## config.mk

```make
export PLATFORM = sky130hd
export DESIGN_NAME = multicycle_control_flat
export DESIGN_NICKNAME = d
export VERILOG_FILES = /design/src/rtl/multicycle_control_if.sv /design/src/rtl/multicycle_control.sv /design/src/flat_wrapper.sv
export SDC_FILE = /design/constraint.sdc
export NUM_CORES = 1
export LEC_CHECK = 0
export ABC_AREA = 1
export BUFFER_PORTS_ARGS = -buffer_cell sky130_fd_sc_hd__buf_2
export CORE_MARGIN = 2
export CORE_UTILIZATION = 35
export CTS_BUF_LIST = sky130_fd_sc_hd__clkbuf_4
export CTS_CLUSTER_SIZE = 24
export DETAILED_ROUTE_END_ITERATION = 7
export GPL_TIMING_DRIVEN = 0
export SLEW_MARGIN = 20
export SYNTH_ARGS = -nofsm -noshare
export SYNTH_HDL_FRONTEND = slang
export SYNTH_SLANG_ARGS = --single-unit
```

## constraint.sdc

```tcl
create_clock -name clk -period 2 [get_ports clk]
set_input_delay 0 -clock clk [delete_from_list [all_inputs] [get_ports clk]]
set_output_delay 0 -clock clk [all_outputs]
set_load 0.01 [all_outputs]
```

## src/rtl/multicycle_control_if.sv

```systemverilog
// Handshake and control bundle between the multicycle datapath (master)
// and its control unit (slave).
interface multicycle_control_if #(
  parameter int COUNT_W = 32
);
  logic [5:0]         opcode;
  logic               mem_ready;
  logic               pc_write;
  logic               pc_write_cond;
  logic               iord;
  logic               mem_read;
  logic               mem_write;
  logic               ir_write;
  logic               mem_to_reg;
  logic               reg_write;
  logic               reg_dst;
  logic               alu_src_a;
  logic [1:0]         pc_source;
  logic [1:0]         alu_op;
  logic [1:0]         alu_src_b;
  logic [3:0]         state;
  logic               halted;
  logic [COUNT_W-1:0] instr_count;

  modport master (
    output opcode, mem_ready,
    input  pc_write, pc_write_cond, iord, mem_read, mem_write, ir_write,
           mem_to_reg, reg_write, reg_dst, alu_src_a, pc_source, alu_op,
           alu_src_b, state, halted, instr_count
  );

  modport slave (
    input  opcode, mem_ready,
    output pc_write, pc_write_cond, iord, mem_read, mem_write, ir_write,
           mem_to_reg, reg_write, reg_dst, alu_src_a, pc_source, alu_op,
           alu_src_b, state, halted, instr_count
  );
endinterface

```

## src/rtl/multicycle_control.sv

```systemverilog
// Multicycle MIPS-style control unit: Moore FSM with registered datapath
// controls and a wrapping counter of completed instruction fetches.
module multicycle_control #(
  parameter int COUNT_W = 32
) (
  input logic                 clk,
  input logic                 rst,
  multicycle_control_if.slave bus
);

  typedef enum logic [3:0] {
    FETCH   = 4'd0,
    DECODE  = 4'd1,
    MEMADR  = 4'd2,
    MEMRD   = 4'd3,
    MEMWB   = 4'd4,
    MEMWR   = 4'd5,
    EXEC    = 4'd6,
    RWB     = 4'd7,
    BRANCH  = 4'd8,
    JUMP    = 4'd9,
    ADDI_EX = 4'd10,
    ADDI_WB = 4'd11,
    HALT    = 4'd15
  } state_e;

  typedef struct packed {
    logic       pc_write;
    logic       pc_write_cond;
    logic       iord;
    logic       mem_read;
    logic       mem_write;
    logic       mem_to_reg;
    logic       reg_write;
    logic       reg_dst;
    logic       alu_src_a;
    logic [1:0] pc_source;
    logic [1:0] alu_op;
    logic [1:0] alu_src_b;
    logic       halted;
  } ctrl_t;

  localparam logic [5:0] OP_RTYPE = 6'b000000;
  localparam logic [5:0] OP_LW    = 6'b100011;
  localparam logic [5:0] OP_SW    = 6'b101011;
  localparam logic [5:0] OP_BEQ   = 6'b000100;
  localparam logic [5:0] OP_J     = 6'b000010;
  localparam logic [5:0] OP_ADDI  = 6'b001000;

  state_e             state_q, state_d;
  ctrl_t              ctrl_q;
  logic [COUNT_W-1:0] count_q, count_d;
  logic               fetchStrobe;

  // Moore decode of one state; registered so outputs switch with the state.
  function automatic ctrl_t decodeCtrl(input state_e s);
    ctrl_t c;
    c = '0;
    case (s)
      FETCH: begin
        c.mem_read  = 1'b1;
        c.alu_src_b = 2'b01;
      end
      DECODE: c.alu_src_b = 2'b11;
      MEMADR: begin
        c.alu_src_a = 1'b1;
        c.alu_src_b = 2'b10;
      end
      MEMRD: begin
        c.mem_read = 1'b1;
        c.iord     = 1'b1;
      end
      MEMWB: begin
        c.reg_write  = 1'b1;
        c.mem_to_reg = 1'b1;
      end
      MEMWR: begin
        c.mem_write = 1'b1;
        c.iord      = 1'b1;
      end
      EXEC: begin
        c.alu_src_a = 1'b1;
        c.alu_op    = 2'b10;
      end
      RWB: begin
        c.reg_dst   = 1'b1;
        c.reg_write = 1'b1;
      end
      BRANCH: begin
        c.alu_src_a     = 1'b1;
        c.alu_op        = 2'b01;
        c.pc_write_cond = 1'b1;
        c.pc_source     = 2'b01;
      end
      JUMP: begin
        c.pc_write  = 1'b1;
        c.pc_source = 2'b10;
      end
      ADDI_EX: begin
        c.alu_src_a = 1'b1;
        c.alu_src_b = 2'b10;
      end
      ADDI_WB: c.reg_write = 1'b1;
      HALT:    c.halted    = 1'b1;
      default: c = '0;
    endcase
    return c;
  endfunction

  always_comb begin
    state_d = state_q;
    count_d = count_q;
    case (state_q)
      FETCH: begin
        if (bus.mem_ready) begin
          state_d = DECODE;
          count_d = count_q + COUNT_W'(1);
        end
      end
      DECODE: begin
        case (bus.opcode)
          OP_RTYPE:     state_d = EXEC;
          OP_LW, OP_SW: state_d = MEMADR;
          OP_BEQ:       state_d = BRANCH;
          OP_J:         state_d = JUMP;
          OP_ADDI:      state_d = ADDI_EX;
          default:      state_d = HALT;
        endcase
      end
      MEMADR:  state_d = (bus.opcode == OP_LW) ? MEMRD : MEMWR;
      MEMRD:   if (bus.mem_ready) state_d = MEMWB;
      MEMWB:   state_d = FETCH;
      MEMWR:   if (bus.mem_ready) state_d = FETCH;
      EXEC:    state_d = RWB;
      RWB:     state_d = FETCH;
      BRANCH:  state_d = FETCH;
      JUMP:    state_d = FETCH;
      ADDI_EX: state_d = ADDI_WB;
      ADDI_WB: state_d = FETCH;
      HALT:    state_d = HALT;
      default: state_d = HALT;
    endcase
  end

  // Reset loads the FETCH decode directly, so an aborted memory or register
  // strobe drops the moment reset asserts.
  always_ff @(posedge clk or negedge rst) begin
    if (!rst) begin
      state_q <= FETCH;
      ctrl_q  <= decodeCtrl(FETCH);
      count_q <= '0;
    end else begin
      state_q <= state_d;
      ctrl_q  <= decodeCtrl(state_d);
      count_q <= count_d;
    end
  end

  // Instruction-register load and PC increment complete with the memory read.
  assign fetchStrobe = (state_q == FETCH) && bus.mem_ready && rst;

  assign bus.pc_write      = ctrl_q.pc_write | fetchStrobe;
  assign bus.ir_write      = fetchStrobe;
  assign bus.pc_write_cond = ctrl_q.pc_write_cond;
  assign bus.iord          = ctrl_q.iord;
  assign bus.mem_read      = ctrl_q.mem_read;
  assign bus.mem_write     = ctrl_q.mem_write;
  assign bus.mem_to_reg    = ctrl_q.mem_to_reg;
  assign bus.reg_write     = ctrl_q.reg_write;
  assign bus.reg_dst       = ctrl_q.reg_dst;
  assign bus.alu_src_a     = ctrl_q.alu_src_a;
  assign bus.pc_source     = ctrl_q.pc_source;
  assign bus.alu_op        = ctrl_q.alu_op;
  assign bus.alu_src_b     = ctrl_q.alu_src_b;
  assign bus.halted        = ctrl_q.halted;
  assign bus.state         = state_q;
  assign bus.instr_count   = count_q;

endmodule

```

## src/flat_wrapper.sv

```systemverilog
// flat-port wrapper written by rule: the top's interface ports become plain ports
module multicycle_control_flat 
#(
  parameter int COUNT_W = 32
)
  (clk, rst, bus_opcode, bus_mem_ready, bus_pc_write, bus_pc_write_cond, bus_iord, bus_mem_read, bus_mem_write, bus_ir_write, bus_mem_to_reg, bus_reg_write, bus_reg_dst, bus_alu_src_a, bus_pc_source, bus_alu_op, bus_alu_src_b, bus_state, bus_halted, bus_instr_count);
  multicycle_control_if #(.COUNT_W(COUNT_W)) bus_i ();
  input logic clk;
  input logic rst;
  input wire logic [$bits(bus_i.opcode)-1:0] bus_opcode;
  input wire logic [$bits(bus_i.mem_ready)-1:0] bus_mem_ready;
  output wire logic [$bits(bus_i.pc_write)-1:0] bus_pc_write;
  output wire logic [$bits(bus_i.pc_write_cond)-1:0] bus_pc_write_cond;
  output wire logic [$bits(bus_i.iord)-1:0] bus_iord;
  output wire logic [$bits(bus_i.mem_read)-1:0] bus_mem_read;
  output wire logic [$bits(bus_i.mem_write)-1:0] bus_mem_write;
  output wire logic [$bits(bus_i.ir_write)-1:0] bus_ir_write;
  output wire logic [$bits(bus_i.mem_to_reg)-1:0] bus_mem_to_reg;
  output wire logic [$bits(bus_i.reg_write)-1:0] bus_reg_write;
  output wire logic [$bits(bus_i.reg_dst)-1:0] bus_reg_dst;
  output wire logic [$bits(bus_i.alu_src_a)-1:0] bus_alu_src_a;
  output wire logic [$bits(bus_i.pc_source)-1:0] bus_pc_source;
  output wire logic [$bits(bus_i.alu_op)-1:0] bus_alu_op;
  output wire logic [$bits(bus_i.alu_src_b)-1:0] bus_alu_src_b;
  output wire logic [$bits(bus_i.state)-1:0] bus_state;
  output wire logic [$bits(bus_i.halted)-1:0] bus_halted;
  output wire logic [$bits(bus_i.instr_count)-1:0] bus_instr_count;
  assign bus_i.opcode = bus_opcode;
  assign bus_i.mem_ready = bus_mem_ready;
  assign bus_pc_write = bus_i.pc_write;
  assign bus_pc_write_cond = bus_i.pc_write_cond;
  assign bus_iord = bus_i.iord;
  assign bus_mem_read = bus_i.mem_read;
  assign bus_mem_write = bus_i.mem_write;
  assign bus_ir_write = bus_i.ir_write;
  assign bus_mem_to_reg = bus_i.mem_to_reg;
  assign bus_reg_write = bus_i.reg_write;
  assign bus_reg_dst = bus_i.reg_dst;
  assign bus_alu_src_a = bus_i.alu_src_a;
  assign bus_pc_source = bus_i.pc_source;
  assign bus_alu_op = bus_i.alu_op;
  assign bus_alu_src_b = bus_i.alu_src_b;
  assign bus_state = bus_i.state;
  assign bus_halted = bus_i.halted;
  assign bus_instr_count = bus_i.instr_count;
  multicycle_control #(.COUNT_W(COUNT_W)) u_core (.clk(clk), .rst(rst), .bus(bus_i));
endmodule
```

==> results of run 1 <==
cell usage after synthesis, types with 2 or more instances:
cell / instances / area (um2)
a21oi_1: 2 / 10.0
nand4_1: 13 / 81.3
inv_1: 48 / 180
buf_4: 2 / 15.0
nor2_4: 6 / 67.6
nor2_2: 2 / 12.5
nor2_1: 51 / 191
xnor2_1: 9 / 78.8
nor3_1: 15 / 75.1
clkbuf_1: 2 / 7.51
nand2_1: 95 / 357
o21ai_0: 10 / 50.1
dfrtp_1: 47 / 1180
nand3_1: 20 / 100
dfstp_2: 2 / 52.6
xor2_1: 20 / 175
inv_2: 2 / 7.51
nand2_2: 2 / 12.5
worst paths after layout:
kind	end	slack [ns]	startpoint	cells after the start
worst max-delay path	u_core.bus.instr_count[23]$_DFFE_PN0P_	0.19	u_core.bus.state[3]$_DFF_PN0_	7
worst min-delay path	u_core.bus.alu_src_b[1]$_DFF_PN0_	0.06	bus_opcode[2]	4
max in group asynchronous	u_core.bus.instr_count[20]$_DFFE_PN0P_	1.38	rst	2
worst max register to register	u_core.bus.instr_count[23]$_DFFE_PN0P_	0.19	u_core.bus.state[3]$_DFF_PN0_	7
worst min register to register	u_core.bus.instr_count[10]$_DFFE_PN0P_	0.53	u_core.bus.instr_count[10]$_DFFE_PN0P_	1
min in group asynchronous	u_core.bus.mem_write$_DFF_PN0_	0.16	rst	2
logic make-up after synthesis:
| logic type | Yosys count |
|---|---|
| simple gates | 210 |
| buf+inv | 54 |
| flops | 49 |
| xor+xnor | 29 |
| compound gates | 16 |
| fa+ha+maj | 1 |
metrics by stage:
step	std cells	utilization	hold slack, ns
5_1_grt	532	0.428	0.0661
4_1_cts	532	0.428	0.0430
3_5_place_dp	522	0.415	0.268
2_1_floorplan	359	-	-0.296
3_3_place_gp	522	0.415	0.267
6_report	532	0.428	0.0626
cell type report:
class | instances | share of cell area
Multi-Input combinational cell | 256 | 0.400
Sequential cell | 49 | 0.373
Timing Repair Buffer | 63 | 0.0996
Inverter | 50 | 0.0570
Tap cell | 102 | 0.0388
Clock inverter | 3 | 0.0125
Clock buffer | 5 | 0.0114
Buffer | 4 | 0.00684
power by group through the flow:
stage,registers [W],clock network [W],logic (W)
6_report,0.000991,0.000572,0.0000541
5_1_grt,0.000992,0.000643,0.0000634
4_1_cts,0.000991,0.000594,0.0000547
3_5_place_dp,0.00101,0,0.0000518
3_3_place_gp,0.00101,0,0.0000505
2_1_floorplan,0.00101,0,0.0000173
layer usage:
metal / part of all wire / track usage / routed length (um) / vias up
met5: 0 / 0 / 0 / -
met4: 0.0046 / 0.0417 / 29 / 0
met3: 0.046 / 0.0325 / 289 / 4
met2: 0.47 / 0.243 / 2970 / 50
met1: 0.48 / 0.203 / 2980 / 1119
li1: - / - / - / 1270
tightest hold or removal path, stage by stage:
cell and delay [ns]:
buf_2 0.09, inv_1 0.06, nand3_1 0.18, nand2_1 0.07
what timing repair did:
item | CTS | global route
resized for setup | 0 | 0
hold buffers | 2 | 0
endpoints found under the hold margin | 48 | 0
==> out/metrics.csv, run 1 <==
metric;value;unit
status;finished clean;
Sw Ratio;0.217;
setup ws final;0.192;ns
post-synthesis simple-gate area fraction;0.350;
Worst setup SP type;flip-flop;
Setup Fix Bufs, Post-CTS;0;
Peak VDD IR;0.253;mV
top-level I/O count;62;
GRT Util Overall;0.150;
Max Clock Skew;0.0171;ns
final hold vios;0;
DR vias;2443;
mux cell area share after synthesis;0;
final setup TNS;0;ns
count of final max-slew check failures;0;
fill count;841;
Synth Area in XOR/XNOR;0.0921;
period utilization;0.904;
Largest register FFs;32;
Antenna Nets Post-Route;0;
minimum clock period;1.81;ns
Final Total Pwr;0.00162;W
CTS Buffer Depth;2;
first-pass GRT wire length;10400;um
final wirelength;6270;um
placed cell areas;3190;um2
adder-cell area share of the yosys netlist;0.00454;
Iteration-0 DRC Markers;134;
YS warnings;0;
Initial Util;0.359;
clk sinks;49;
Root Driver;clkbuf_4;
vias in the first global route;2314;
drt pass-1 iters;4;
Worst Path Buf+Inv;0;
Area Overhead vs Synth;19.4;%
Routability Congestion;0.855;
Avg Inst Size Synth;7.68;um2
P_leak;1.79;nW
register cell area after layout;1230;um2
part of the power in registers;0.613;
largest net degree at the start of global routing;51;
Logic pwr share;0.033;
die width;92.7;um
Netlist Area Pre-Place;2760;um2
total net switching power;0.000352;W
Post-synth EDFFs;0;
vias per cell;4.59;
synth unique cells;29;
area of the die;8600;um2
Top delay family on crit path;simple AND/OR/NAND/NOR gates;
Slowest-stage cell, CP;dfrtp_1;
Slew @ Worst Pin;0.640;ns
setup violators final;0;
most used cell along the critical path;nor2_4;
commonest non-fill, non-tap cell in the layout;nand2_1;
Worst Path Arrival;2.07;ns
cell count after synthesis;359;
post-DP HPWL;5010;um
multi-input logic area;1320;um2
combinational family with the most area after synthesis;simple AND/OR/NAND/NOR gates;
slew margin rel.;0.573;
pre-CTS WS;0.198;ns
CORE AREA;7690;um2
Hold Path Class;input pin to flip-flop;
diode count;0;
internal power;0.00127;W
htree depth;2;
Synth Register Bits;49;
CP Capture Type;flip-flop;
Worst-Skew Late Latency;0.37;ns
initial antenna violation count;0;
row count;32;
Max Cap Violations;0;
Req. time, crit path;2.26;ns
fraction of final layout cells sized beyond drive strength 1;0.205;
CTS tree;done;
Pwr Density;492;nW/um2
complex-gate fraction of the synthesized area;0.0313;
RSZ-0062 raised after global routing;false;
WL per Instance;11.8;um
slowest stage delay, CP;0.50;ns
Achievable Freq;0.553;GHz
Worst-path clk slew;0.15;ns
final net count;439;
Top FF cell, synth;dfrtp_1;
TritonCTS Buffers;5;
global route total overflow;0;
Finished Cell Area;3290;um2
worst path cell trace;nor2_4 -> nand4_4 -> nor2_4 -> nand4_1 -> nor2_2 -> nand3_1 -> xor2_1;
Post-synth ARST share;1.00;
Mapped Nets;369;
clock power share;0.354;
register area share after synthesis;0.446;
most frequent cells in the layout;95 x nand2_1, 60 x buf_2, 51 x nor2_1;
IO buf count;61;
# DRC;0;
crit path kind;flip-flop to flip-flop;
die height;92.7;um
Worst Path Max Fanout;6;
No activity file was read; power rests on OpenSTA's default activity.
==> run 2, diff against run 1 <==
- CTS_BUF_LIST: sky130_fd_sc_hd__clkbuf_4 -> sky130_fd_sc_hd__clkbuf_8 sky130_fd_sc_hd__clkbuf_16
==> run 2 against run 1 <==
Net effect: die area stayed put; register-to-register slack hardly changed; maximum frequency is 0.35% higher; worst setup slack better by 0.0063 ns; routed wire length hardly changed; via count hardly changed; clock-buffer cell count is 1 higher; critical endpoint unchanged; largest power group unchanged.
==> out/metrics.csv, run 2 (synthesis results as in run 1) <==
metric;value;unit;change
Worst-Skew Late Latency;0.30;ns;-0.07 ns
Worst Path Max Fanout;8;;+2
Worst setup SP type;flip-flop;;
IO buf count;61;;unchanged
Max Clock Skew;0.00912;ns;-0.00797 ns
top-level I/O count;62;;unchanged
final hold vios;0;;unchanged
Final Util;0.432;;+0.00407
row count;32;;unchanged
global route total overflow;0;;unchanged
largest net degree at the start of global routing;51;;unchanged
clk sinks;49;;unchanged
count of final max-slew check failures;0;;unchanged
Final Total Pwr;0.00178;W;+9.9%
CTS tree;done;;
diode count;0;;unchanged
first-pass GRT wire length;10500;um;+0.13%
die height;92.7;um;unchanged
area of the die;8600;um2;unchanged
Worst-path clk slew;0.09;ns;-0.06 ns
fin cells;531;;-0.19%
final wirelength;6270;um;about the same
CP Capture Type;flip-flop;;
# DRC;0;;unchanged
Req. time, crit path;2.19;ns;-0.07 ns
Initial Util;0.359;;unchanged
WL per Instance;11.8;um;about the same
initial antenna violation count;0;;unchanged
period utilization;0.901;;-0.00316
minimum clock period;1.80;ns;-0.00633 ns
Area Overhead vs Synth;20.5;%;
htree depth;2;;unchanged
most frequent cells in the layout;95 x nand2_1, 60 x buf_2, 51 x nor2_1;;
CTS Buffer Depth;2;;unchanged
Largest register FFs;32;;unchanged
crit path kind;flip-flop to flip-flop;;
Worst Path Arrival;1.99;ns;-0.08 ns
status;finished clean;;
slew margin rel.;0.571;;-0.00244
Achievable Freq;0.555;GHz;+0.35%
reg2reg path depth;7;;unchanged
final setup TNS;0;ns;unchanged
Hold Path Class;input pin to flip-flop;;
drt pass-1 iters;5;;+1
hold depth;3;;-1
die width;92.7;um;unchanged
post-DP HPWL;5010;um;unchanged
TritonCTS Buffers;5;;unchanged
commonest non-fill, non-tap cell in the layout;nand2_1;;
post-cts resize count;0;;unchanged
Pwr Density;535;nW/um2;+8.9%
Slew @ Worst Pin;0.644;ns;+0.00365 ns
Root Driver;clkbuf_8;;
setup violators final;0;;unchanged
DR vias;2441;;-0.082%
vias per cell;4.60;;+0.11%
minimum hold slack;0.0743;ns;+0.0117 ns
placed insts;522;;unchanged
P_leak;1.80;nW;+0.81%
final net count;438;;-0.23%
CORE AREA;7690;um2;unchanged
Antenna Nets Post-Route;0;;unchanged
RSZ-0062 raised after global routing;false;;
fraction of final layout cells sized beyond drive strength 1;0.207;;+0.00281
Peak VDD IR;0.293;mV;+16%
GRT Util Overall;0.151;;+0.000518
Routability Congestion;0.855;;unchanged
Iteration-0 DRC Markers;114;;-15%
Max Cap Violations;0;;unchanged
vias in the first global route;2323;;+0.39%
## run 2: changes by cell type in the layout (fill, tap and decap cells not counted), sizes merged
cell / previous run / this run
clkinv: 1 / 0
clkbuf: 7 / 8
dlygate4sd3: 2 / 1
## run 2: cell type report
| cell class | count | area, um2 |
|---|---|---|
| multi-input combinational | 256 | 1320 |
| inverter | 50 | 188 |
| tap | 102 | 128 |
| fill | 838 | 4370 |
| timing repair buffer | 62 | 318 |
| buffer | 4 | 22.5 |
| clock inverter | 2 | 37.5 |
| sequential | 49 | 1230 |
| clock buffer | 6 | 82.6 |
## run 2: path summary, 6_finish.rpt
kind,to,slack (ns),startpoint
max reg2reg,u_core.bus.instr_count[23]$_DFFE_PN0P_,0.20,u_core.bus.state[2]$_DFF_PN0_
min in group asynchronous,u_core.bus.mem_write$_DFF_PN0_,0.25,rst
min,u_core.bus.mem_to_reg$_DFF_PN0_,0.07,bus_mem_ready
max in group asynchronous,u_core.bus.instr_count[28]$_DFFE_PN0P_,1.29,rst
max,u_core.bus.instr_count[23]$_DFFE_PN0P_,0.20,u_core.bus.state[2]$_DFF_PN0_
min reg2reg,u_core.bus.instr_count[9]$_DFFE_PN0P_,0.53,u_core.bus.instr_count[9]$_DFFE_PN0P_
## run 2: timing repair
| item | CTS | global route |
|---|---|---|
| setup buffers | 0 | 0 |
| hold buffers | 1 | 0 |
| endpoints found under the hold margin | 47 | 0 |
## run 2: power by group
group          total (W)  internal, W  switching [W]  leakage [nW]
clock network   0.000735     0.000407       0.000328        0.0574
logic          0.0000527    0.0000143      0.0000385          1.14
registers       0.000990     0.000990              0         0.604
total            0.00178      0.00141       0.000367          1.80
## run 2: critical path, stage by stage, from the launching register on
cell	delay (ns)
dfrtp_1	0.50
nor2_4	0.19
nand4_4	0.18
nor2_4	0.17
nand4_1	0.19
nor2_2	0.20
nand3_1	0.11
xor2_1	0.15
## run 2: metrics by stage
stage                     setup WS, ns  cell area (um2)
after floorplan                  0.412             2760
final                            0.198             3320
after detailed placement         0.198             3190
after CTS                       0.0823             3320
after global routing            0.0135             3320
after global placement           0.177             3190
## run 2: routing by layer
layer,vias to the layer above,track usage,routed length (um)
met5,-,0,0
li1,1264,-,-
met3,10,0.0342,334
met1,1107,0.202,2940
met2,60,0.243,2900
met4,0,0.0453,91
==> run 3, diff against run 2 <==
- CTS_BUF_LIST: sky130_fd_sc_hd__clkbuf_8 sky130_fd_sc_hd__clkbuf_16 -> sky130_fd_sc_hd__clkbuf_2
- clock period: 2 -> 2.3 ns (I/O delays scaled with it)
==> run 3 against run 2 <==
Net effect: sequential share of layout area grew 0.38 points; clock-buffer cell count decreased by 1; critical path depth unchanged; global-route usage is 0.052 points lower; cell area is 1.0% lower; sequential power decreased by 13%; highest routed layer unchanged.
==> out/metrics.csv, run 3 (synthesis results as in run 1) <==
metric;value;unit;change
CP Capture Type;flip-flop;;
Root Driver;clkbuf_2;;
setup violators final;0;;unchanged
final net count;440;;+0.46%
Slew @ Worst Pin;0.636;ns;-0.00799 ns
row count;32;;unchanged
vias in the first global route;2314;;-0.39%
htree depth;2;;unchanged
minimum hold slack;0.0506;ns;-0.0238 ns
Largest register FFs;32;;unchanged
die height;92.7;um;unchanged
minimum clock period;1.84;ns;+0.0384 ns
area of the die;8600;um2;unchanged
drt pass-1 iters;4;;-1
setup ws final;0.460;ns;+0.262 ns
# DRC;0;;unchanged
period utilization;0.800;;-0.101
post-cts resize count;0;;unchanged
count of final max-slew check failures;0;;unchanged
Worst Path Arrival;2.18;ns;+0.19 ns
diode count;0;;unchanged
Setup Fix Bufs, Post-CTS;0;;unchanged
clk sinks;49;;unchanged
Max Clock Skew;0.0305;ns;+0.0214 ns
die width;92.7;um;unchanged
Pwr Density;415;nW/um2;-22%
most frequent cells in the layout;95 x nand2_1, 60 x buf_2, 51 x nor2_1;;
initial antenna violation count;0;;unchanged
flop2flop setup slack;0.46;ns;+0.26 ns
GRT Util Overall;0.150;;-0.000518
Achievable Freq;0.543;GHz;-2.1%
post-DP HPWL;5010;um;unchanged
reg2reg path depth;7;;unchanged
Worst Path Max Fanout;6;;-2
Iteration-0 DRC Markers;146;;+28%
P_leak;1.79;nW;-0.69%
commonest non-fill, non-tap cell in the layout;nand2_1;;
largest net degree at the start of global routing;51;;unchanged
Routability Congestion;0.855;;unchanged
Max Cap Violations;0;;unchanged
WL per Instance;11.8;um;-0.17%
Area Overhead vs Synth;19.3;%;
Worst-path clk slew;0.26;ns;+0.17 ns
Initial Util;0.359;;unchanged
final setup TNS;0;ns;unchanged
Final Util;0.428;;-0.00439
Worst setup SP type;flip-flop;;
Antenna Nets Post-Route;0;;unchanged
Hold Path Class;input pin to flip-flop;;
Peak VDD IR;0.214;mV;-27%
Req. time, crit path;2.64;ns;+0.45 ns
vias per cell;4.59;;about the same
fill count;845;;+0.84%
final hold vios;0;;unchanged
DR vias;2449;;+0.33%
CTS tree;done;;
CTS Buffer Depth;2;;unchanged
pre-CTS WS;0.498;ns;+0.300 ns
IO buf count;61;;unchanged
top-level I/O count;62;;unchanged
TritonCTS Buffers;5;;unchanged
RSZ-0062 raised after global routing;false;;
first-pass GRT wire length;10400;um;-0.13%
final wirelength;6280;um;+0.21%
crit path kind;flip-flop to flip-flop;;
hold depth;5;;+2
status;finished clean;;
slew margin rel.;0.576;;+0.00532
cts hold-fix bufs;3;;+2
Worst-Skew Late Latency;0.43;ns;+0.13 ns
global route total overflow;0;;unchanged
fraction of final layout cells sized beyond drive strength 1;0.204;;-0.00328
CORE AREA;7690;um2;unchanged
run 3: cell count changes in the layout (fill, tap and decap cells not counted), sizes merged:
cell,delta
clkbuf,-1
clkinv,+1
dlygate4sd3,+2
run 3: worst paths after layout:
kind,startpoint,endpoint
setup / recovery,u_core.bus.state[3]$_DFF_PN0_,u_core.bus.instr_count[23]$_DFFE_PN0P_
hold / removal,bus_opcode[3],u_core.bus.alu_src_b[1]$_DFF_PN0_
setup reg to reg,u_core.bus.state[3]$_DFF_PN0_,u_core.bus.instr_count[23]$_DFFE_PN0P_
hold reg to reg,u_core.bus.instr_count[10]$_DFFE_PN0P_,u_core.bus.instr_count[10]$_DFFE_PN0P_
max in group asynchronous,rst,u_core.bus.instr_count[20]$_DFFE_PN0P_
min in group asynchronous,rst,u_core.bus.mem_write$_DFF_PN0_
run 3: where the power goes:
group / internal (W) / total, W / switching [W]
sequential: 0.000864 / 0.000864 / 0
clock: 0.000180 / 0.000453 / 0.000273
combinational: 0.0000146 / 0.0000482 / 0.0000336
total: 0.00106 / 0.00136 / 0.000307
run 3: metal layers:
layer  global-route usage  part of all wire  up-vias
met5                    0                 0        -
met4               0.0417            0.0070        0
met3               0.0325             0.042        6
met2                0.243              0.47       44
met1                0.203              0.48     1127
li1                     -                 -     1272
run 3: area by class of cell:
cell class | count | area [um2] | share of cell area
buffer | 4 | 22.5 | 0.00685
inverter | 50 | 188 | 0.0571
tap | 102 | 128 | 0.0388
sequential | 49 | 1230 | 0.374
clock inverter | 3 | 41.3 | 0.0126
multi-input combinational | 256 | 1320 | 0.401
clock buffer | 5 | 25.0 | 0.00761
timing repair buffer | 64 | 338 | 0.103
run 3: critical path: stages, from the launching register on:
cell and delay (ns):
dfrtp_1 0.53, nor2_4 0.20, nand4_4 0.18, nor2_4 0.17, nand4_1 0.19, nor2_2 0.20
nand3_1 0.11, xor2_1 0.15
run 3: stage by stage:
stage | power [W] | instance area [um2] | std cells
2_1_floorplan | 0.000893 | 2760 | 359
3_3_place_gp | 0.000922 | 3190 | 522
3_5_place_dp | 0.000923 | 3190 | 522
4_1_cts | 0.00138 | 3290 | 533
5_1_grt | 0.00143 | 3290 | 533
6_report | 0.00136 | 3290 | 533
